==> config.mk <==
export PLATFORM = sky130hd
export DESIGN_NAME = uart_receiver_flat
export DESIGN_NICKNAME = d
export VERILOG_FILES = /design/src/rtl/uart_receiver_pkg.sv /design/src/rtl/uart_receiver_if.sv /design/src/rtl/uart_sync_edge.sv /design/src/rtl/uart_receiver.sv /design/src/flat_wrapper.sv
export SDC_FILE = /design/constraint.sdc
export NUM_CORES = 1
export LEC_CHECK = 0
export CORE_UTILIZATION = 45
export DETAILED_ROUTE_END_ITERATION = 10
export GPL_ROUTABILITY_DRIVEN = 0
export HOLD_SLACK_MARGIN = 0.1
export PLACE_DENSITY_LB_ADDON = 0.3
export SKIP_CTS_REPAIR_TIMING = 1
export SLEW_MARGIN = 20
export SYNTH_ARGS = -nofsm -noshare
export SYNTH_HDL_FRONTEND = slang
export SYNTH_SLANG_ARGS = --single-unit
export TNS_END_PERCENT = 100
==> constraint.sdc <==
create_clock -name Clock -period 2.15 [get_ports Clock]
set_input_delay 0.5375 -clock Clock [delete_from_list [all_inputs] [get_ports Clock]]
set_output_delay 0.5375 -clock Clock [all_outputs]
set_load 0.005 [all_outputs]
==> src/rtl/uart_receiver_pkg.sv <==
// Shared types and frame constants for the UART receive path.
package uart_receiver_pkg;

    typedef enum logic [1:0] {
        IDLE  = 2'd0,
        START = 2'd1,
        DATA  = 2'd2,
        STOP  = 2'd3
    } rx_state_e;

    localparam int DataBits = 8;
    localparam int StopBits = 1;

    // Smallest n with 2**n >= value; sizes the bit-period counter.
    function automatic int log2_ceil(input int value);
        int result = 0;
        while ((1 << result) < value) result++;
        return result;
    endfunction

endpackage

==> src/rtl/uart_receiver_if.sv <==
// Byte-wide valid/ready port carrying received bytes to the consumer.
interface uart_receiver_if;
    logic [7:0] DataOut;
    logic       DataOutValid;
    logic       DataOutReady;

    modport master (output DataOut, output DataOutValid, input DataOutReady);
    modport slave  (input DataOut, input DataOutValid, output DataOutReady);
endinterface

==> src/rtl/uart_sync_edge.sv <==
// Two-flop synchronizer plus falling-edge detector for an asynchronous pin.
// All flops reset to 1 so an idle-high line produces no edge out of reset.
module uart_sync_edge (
    input  logic Clock,
    input  logic Reset,
    input  logic async_in,
    output logic sync_out,
    output logic fall
);
    logic sync1_q, sync1_d;
    logic sync2_q, sync2_d;
    logic prev_q, prev_d;

    always_comb begin
        sync1_d = async_in;
        sync2_d = sync1_q;
        prev_d  = sync2_q;
    end

    always_ff @(posedge Clock) begin
        if (Reset) begin
            sync1_q <= 1'b1;
            sync2_q <= 1'b1;
            prev_q  <= 1'b1;
        end else begin
            sync1_q <= sync1_d;
            sync2_q <= sync2_d;
            prev_q  <= prev_d;
        end
    end

    assign sync_out = sync2_q;
    assign fall     = prev_q & ~sync2_q;
endmodule

==> src/rtl/uart_receiver.sv <==
// 8-N-1 UART receiver: mid-bit sampling FSM feeding a one-byte holding register.
//   state | meaning
//   IDLE  | waiting for a falling edge on the synchronized line
//   START | counting to mid start bit; a high sample there is a glitch
//   DATA  | sampling 8 data bits LSB-first, one per bit period
//   STOP  | sampling the stop bit; commit byte or flag framing error
module uart_receiver
    import uart_receiver_pkg::*;
#(
    parameter int ClockFreq = 100_000_000,
    parameter int BaudRate  = 115_200
) (
    input  logic             Clock,
    input  logic             Reset,
    input  logic             SIn,
    uart_receiver_if.master  rx,
    output logic             FramingError,
    output logic             Overrun
);
    localparam int SymbolEdgeTime    = ClockFreq / BaudRate;
    localparam int SampleTime        = SymbolEdgeTime / 2;
    localparam int ClockCounterWidth = log2_ceil(SymbolEdgeTime);

    localparam logic [ClockCounterWidth-1:0] SymbolLast = ClockCounterWidth'(SymbolEdgeTime - 1);
    localparam logic [ClockCounterWidth-1:0] SampleLast = ClockCounterWidth'(SampleTime - 1);

    if (SymbolEdgeTime < 4) begin : g_bad_rate
        $error("uart_receiver: ClockFreq/BaudRate must be at least 4");
    end
    if (StopBits != 1) begin : g_bad_stop
        $error("uart_receiver: only one stop bit is supported");
    end

    logic sin_sync;
    logic fall;

    uart_sync_edge u_sync_edge (
        .Clock    (Clock),
        .Reset    (Reset),
        .async_in (SIn),
        .sync_out (sin_sync),
        .fall     (fall)
    );

    rx_state_e                    state_q, state_d;
    logic [ClockCounterWidth-1:0] clk_cnt_q, clk_cnt_d;
    logic [2:0]                   bit_cnt_q, bit_cnt_d;
    logic [DataBits-1:0]          shift_q, shift_d;
    logic                         commit_q, commit_d;
    logic                         frame_err_q, frame_err_d;
    logic [7:0]                   data_q, data_d;
    logic                         valid_q, valid_d;
    logic                         overrun_q, overrun_d;
    logic                         handshake;

    always_comb begin
        state_d     = state_q;
        clk_cnt_d   = clk_cnt_q + 1'b1;
        bit_cnt_d   = bit_cnt_q;
        shift_d     = shift_q;
        commit_d    = 1'b0;
        frame_err_d = 1'b0;
        case (state_q)
            IDLE: begin
                clk_cnt_d = '0;
                if (fall) state_d = START;
            end
            START: begin
                if (clk_cnt_q == SampleLast) begin
                    clk_cnt_d = '0;
                    bit_cnt_d = '0;
                    state_d   = sin_sync ? IDLE : DATA;
                end
            end
            DATA: begin
                if (clk_cnt_q == SymbolLast) begin
                    clk_cnt_d = '0;
                    shift_d   = {sin_sync, shift_q[DataBits-1:1]};
                    bit_cnt_d = bit_cnt_q + 3'd1;
                    if (bit_cnt_q == 3'(DataBits - 1)) state_d = STOP;
                end
            end
            STOP: begin
                if (clk_cnt_q == SymbolLast) begin
                    clk_cnt_d   = '0;
                    state_d     = IDLE;
                    commit_d    = sin_sync;
                    frame_err_d = ~sin_sync;
                end
            end
            default: state_d = IDLE;
        endcase
    end

    // A commit coinciding with a handshake refills the register without an overrun.
    always_comb begin
        handshake = valid_q & rx.DataOutReady;
        data_d    = data_q;
        valid_d   = valid_q;
        overrun_d = 1'b0;
        if (commit_q) begin
            if (!valid_q || handshake) begin
                data_d  = shift_q;
                valid_d = 1'b1;
            end else begin
                overrun_d = 1'b1;
            end
        end else if (handshake) begin
            valid_d = 1'b0;
        end
    end

    always_ff @(posedge Clock) begin
        if (Reset) begin
            state_q     <= IDLE;
            clk_cnt_q   <= '0;
            bit_cnt_q   <= '0;
            shift_q     <= '0;
            commit_q    <= 1'b0;
            frame_err_q <= 1'b0;
            data_q      <= '0;
            valid_q     <= 1'b0;
            overrun_q   <= 1'b0;
        end else begin
            state_q     <= state_d;
            clk_cnt_q   <= clk_cnt_d;
            bit_cnt_q   <= bit_cnt_d;
            shift_q     <= shift_d;
            commit_q    <= commit_d;
            frame_err_q <= frame_err_d;
            data_q      <= data_d;
            valid_q     <= valid_d;
            overrun_q   <= overrun_d;
        end
    end

    assign rx.DataOut      = data_q;
    assign rx.DataOutValid = valid_q;
    assign FramingError    = frame_err_q;
    assign Overrun         = overrun_q;
endmodule

==> src/flat_wrapper.sv <==
// flat-port wrapper written by rule: the top's interface ports become plain ports
module uart_receiver_flat import uart_receiver_pkg::*;
#(
    parameter int ClockFreq = 100_000_000,
    parameter int BaudRate  = 115_200
)
  (Clock, Reset, SIn, FramingError, Overrun, rx_DataOut, rx_DataOutValid, rx_DataOutReady);
  uart_receiver_if rx_i ();
  input  logic Clock;
  input  logic Reset;
  input  logic SIn;
  output logic FramingError;
  output logic Overrun;
  output wire logic [$bits(rx_i.DataOut)-1:0] rx_DataOut;
  output wire logic [$bits(rx_i.DataOutValid)-1:0] rx_DataOutValid;
  input wire logic [$bits(rx_i.DataOutReady)-1:0] rx_DataOutReady;
  assign rx_DataOut = rx_i.DataOut;
  assign rx_DataOutValid = rx_i.DataOutValid;
  assign rx_i.DataOutReady = rx_DataOutReady;
  uart_receiver #(.ClockFreq(ClockFreq), .BaudRate(BaudRate)) u_core (.Clock(Clock), .Reset(Reset), .SIn(SIn), .rx(rx_i), .FramingError(FramingError), .Overrun(Overrun));
endmodule
==> results.md, run 1 <==
- Status: completed
- Slew Limit Fails: 0
- CTS HTree Levels: 2
- Slew headroom: 0.731
- I/O pins: 15
- Compound-Gate Fraction of Synth Area: 0.0530
- Die height: 61.3 µm
- Simple-gate share of the synthesized area: 0.216
- Drt via density: 5.12
- Max cap viols: 0
- Largest family of logic cells by synthesized area: simple AND/OR/NAND/NOR gates
- Synth Area in XOR/XNOR: 0.0443
- Die width: 61.3 µm
- Peak VDD IR: 352 µV
- Hold crit path type: flop to flop
- Syn_area_per_cell: 9.30 µm²
- Die area: 3760 µm²
- Post-synthesis sequential area ratio: 0.481
- Wire per inst: 12.3 µm
- Worst EP arrival: 2.25 ns
- Sw power: 0.269 mW
- CP max FO: 5
- Worst setup SP type: flop
- Nets: 202
- CTS tree: yes
- Fmax: 0.497 GHz
- Synthesized cell area: 1580 µm²
- Global-route wire length before repair: 4.62 mm
- Area growth, synth to finish: 18.5%
- Clock Sinks: 38
- Clock power frac: 0.380
- Req. time, crit path: 2.39 ns
- Number of remaining DRC errors: 0
- Endpoints failing hold: 0
- Worst Skew: 0.0160 ns
- Cell area power density: 684 nW/µm²
- Yosys reg bits: 38
- Vias in the first global route: 1080
- Power share of the sequential group: 0.559
- Root Driver: clkbuf_4
- Clock Latency Late Sink: 0.34 ns
- Total number of yosys warnings: 0
- Net Count, Synth: 182
- Input/output buffers: 14
- Clk pin slew, worst setup/hold paths: 0.11 ns
- Initial Util: 0.470
- Final worst-path setup slack: 0.139 ns
- Via count: 1209
- Power Internal: 1.01 mW
- Core region area: 3360 µm²
- Initial DRT Pass Iterations: 4
- Share of cells above drive strength 1: 0.0789
- Crit path time final: 2.01 ns
- Crit path capture type: flop
- Setup CP Type: flop to flop
- DP Worst Slack: 0.139 ns
- Net Sw Frac: 0.209
- Yosys cell types: 32
- Initial DRC count: 46
- GRT Util Overall: 0.175
- DP HPWL: 2.12 mm
- Mux share of post-synthesis cell area: 0.108
- Initial antenna violation count: 0
- Worst-Margin Slew: 0.401 ns
- Largest net degree at the start of global routing: 15
- Setup-failing EPs final: 0
- Leakage: 0.786 nW
- Antenna Violating Nets Remaining: 0
- RSZ-0062 raised after global routing: false
- Setup Total Neg Slack: 0 ns
- Row count: 21
- Ant. Diodes: 0
- Synth Instances: 170
- Num CTS Buffers: 5
- Max clock buf depth: 2
- Combinational power share: 0.061
- Grt ovf: 0
- Post-synthesis adder-cell area fraction: 0.0633
- Total wire length after detailed routing: 2.91 mm
- Final cycle utilization of the critical path: 0.935
cells in the mapped netlist, drive strengths merged:
cell	count	area [µm²]
clkbuf	2	7.51
nor2	40	150
nor2b	1	6.26
xnor2	5	43.8
a31oi	2	12.5
nor3	6	30.0
ha	8	100
or4b	1	10.0
nand4	3	18.8
inv	9	33.8
o31a	1	8.76
xor2	3	26.3
nor4b	1	8.76
a22oi	2	15.0
a221oi	1	8.76
mux2i	17	170
nand2b	2	12.5
or2	2	12.5
and3	2	12.5
and4bb	1	12.5
nand2	4	15.0
a21oi	4	20.0
buf	3	13.8
nor4	1	6.26
dfxtp	38	761
nand3	6	30.0
a211o	1	8.76
o21ai	2	10.0
and4b	1	10.0
or3	1	6.26
final timing paths:
kind                                                 start                     endpoint  slack, ns  depth (start not counted)
worst max-delay path                   u_core.clk_cnt_q[0]          u_core.bit_cnt_q[2]       0.14                          6
worst min-delay path            u_core.u_sync_edge.sync1_q  u_core.u_sync_edge.sync_out       0.42                          1
worst max register to register         u_core.clk_cnt_q[0]          u_core.bit_cnt_q[2]       0.14                          6
worst min register to register  u_core.u_sync_edge.sync1_q  u_core.u_sync_edge.sync_out       0.42                          1
critical path, cell delays in order (launching register included):
cell,delay [ns]
dfxtp_1,0.43
ha_1,0.16
or4b_1,0.45
o31a_1,0.30
a211o_1,0.32
a22oi_1,0.20
nor2_1,0.05
per-stage QoR:
step | instance area [µm²] | util | hold WS (ns) | total power, mW | std cells
2_1_floorplan | 1580 | - | 0.389 | 0.786 | 170
6_report | 1870 | 0.557 | 0.424 | 1.28 | 236
4_1_cts | 1870 | 0.556 | 0.429 | 1.29 | 236
3_3_place_gp | 1790 | 0.532 | 0.400 | 0.805 | 229
3_5_place_dp | 1790 | 0.532 | 0.403 | 0.808 | 229
5_1_grt | 1870 | 0.557 | 0.449 | 1.33 | 236
cell usage in the layout (no fill, tap or decap), types with 2 or more instances in the layout:
master	n
nor2_1	40
dfxtp_1	38
mux2i_1	17
clkdlybuf4s50_1	14
inv_1	9
ha_1	8
nand3_1	6
nor3_1	6
xnor2_1	5
clkbuf_4	5
nand2_1	4
a21oi_1	4
buf_4	4
nand4_1	3
xor2_1	3
and3_1	2
nand2b_1	2
a22oi_1	2
a31oi_1	2
or2_2	2
routing by layer:
layer | track usage | vias to the layer above | wire length (µm) | share of wire
met3 | 0.0630 | 4 | 152 | 0.052
met1 | 0.193 | 559 | 1320 | 0.45
li1 | - | 612 | - | -
met5 | 0 | - | 0 | 0
met2 | 0.293 | 34 | 1380 | 0.48
met4 | 0.0909 | 0 | 51 | 0.018
cell families after synthesis:
family | after synthesis
multiplexers | 17
AO/OA/AOI/OAI | 13
XOR/XNOR | 8
AND/OR/NAND/NOR | 72
adder cells (fa/ha/maj) | 8
flip-flops | 38
buffers and inverters | 14
state kept, by name (all words and copies together), names as in the netlist, named ones only:
register                     flops
u_core.FramingError              1
u_core.u_sync_edge.prev_q        1
u_core.commit_q                  1
u_core.u_sync_edge.sync_out      1
u_core.rx.DataOutValid           1
u_core.state_q                   1
u_core.u_sync_edge.sync1_q       1
u_core.Overrun                   1
u_core.clk_cnt_q                10
u_core.bit_cnt_q                 3
u_core.rx.DataOut                8
u_core.shift_q                   8
power groups by stage:
stage	logic, mW	registers [mW]	clock network [mW]
after global routing	0.0843	0.718	0.528
final	0.0778	0.717	0.488
after CTS	0.0746	0.717	0.502
after global placement	0.0722	0.733	0
after detailed placement	0.0747	0.733	0
after floorplan	0.0548	0.732	0
cell type report:
cell class	instances	area (µm²)
Clock inverter	1	30.0
Fill cell	328	1490
Timing Repair Buffer	18	170
Inverter	9	33.8
Tap cell	46	57.6
Multi-Input combinational cell	118	771
Sequential cell	38	761
Clock buffer	6	51.3
(Power assumes the default switching activity.)
==> run 2: changes to the inputs <==
SLEW_MARGIN = default   (was 20)
==> results of run 2 <==
The final DEF is identical to that of run 1; final timing and power are the same.
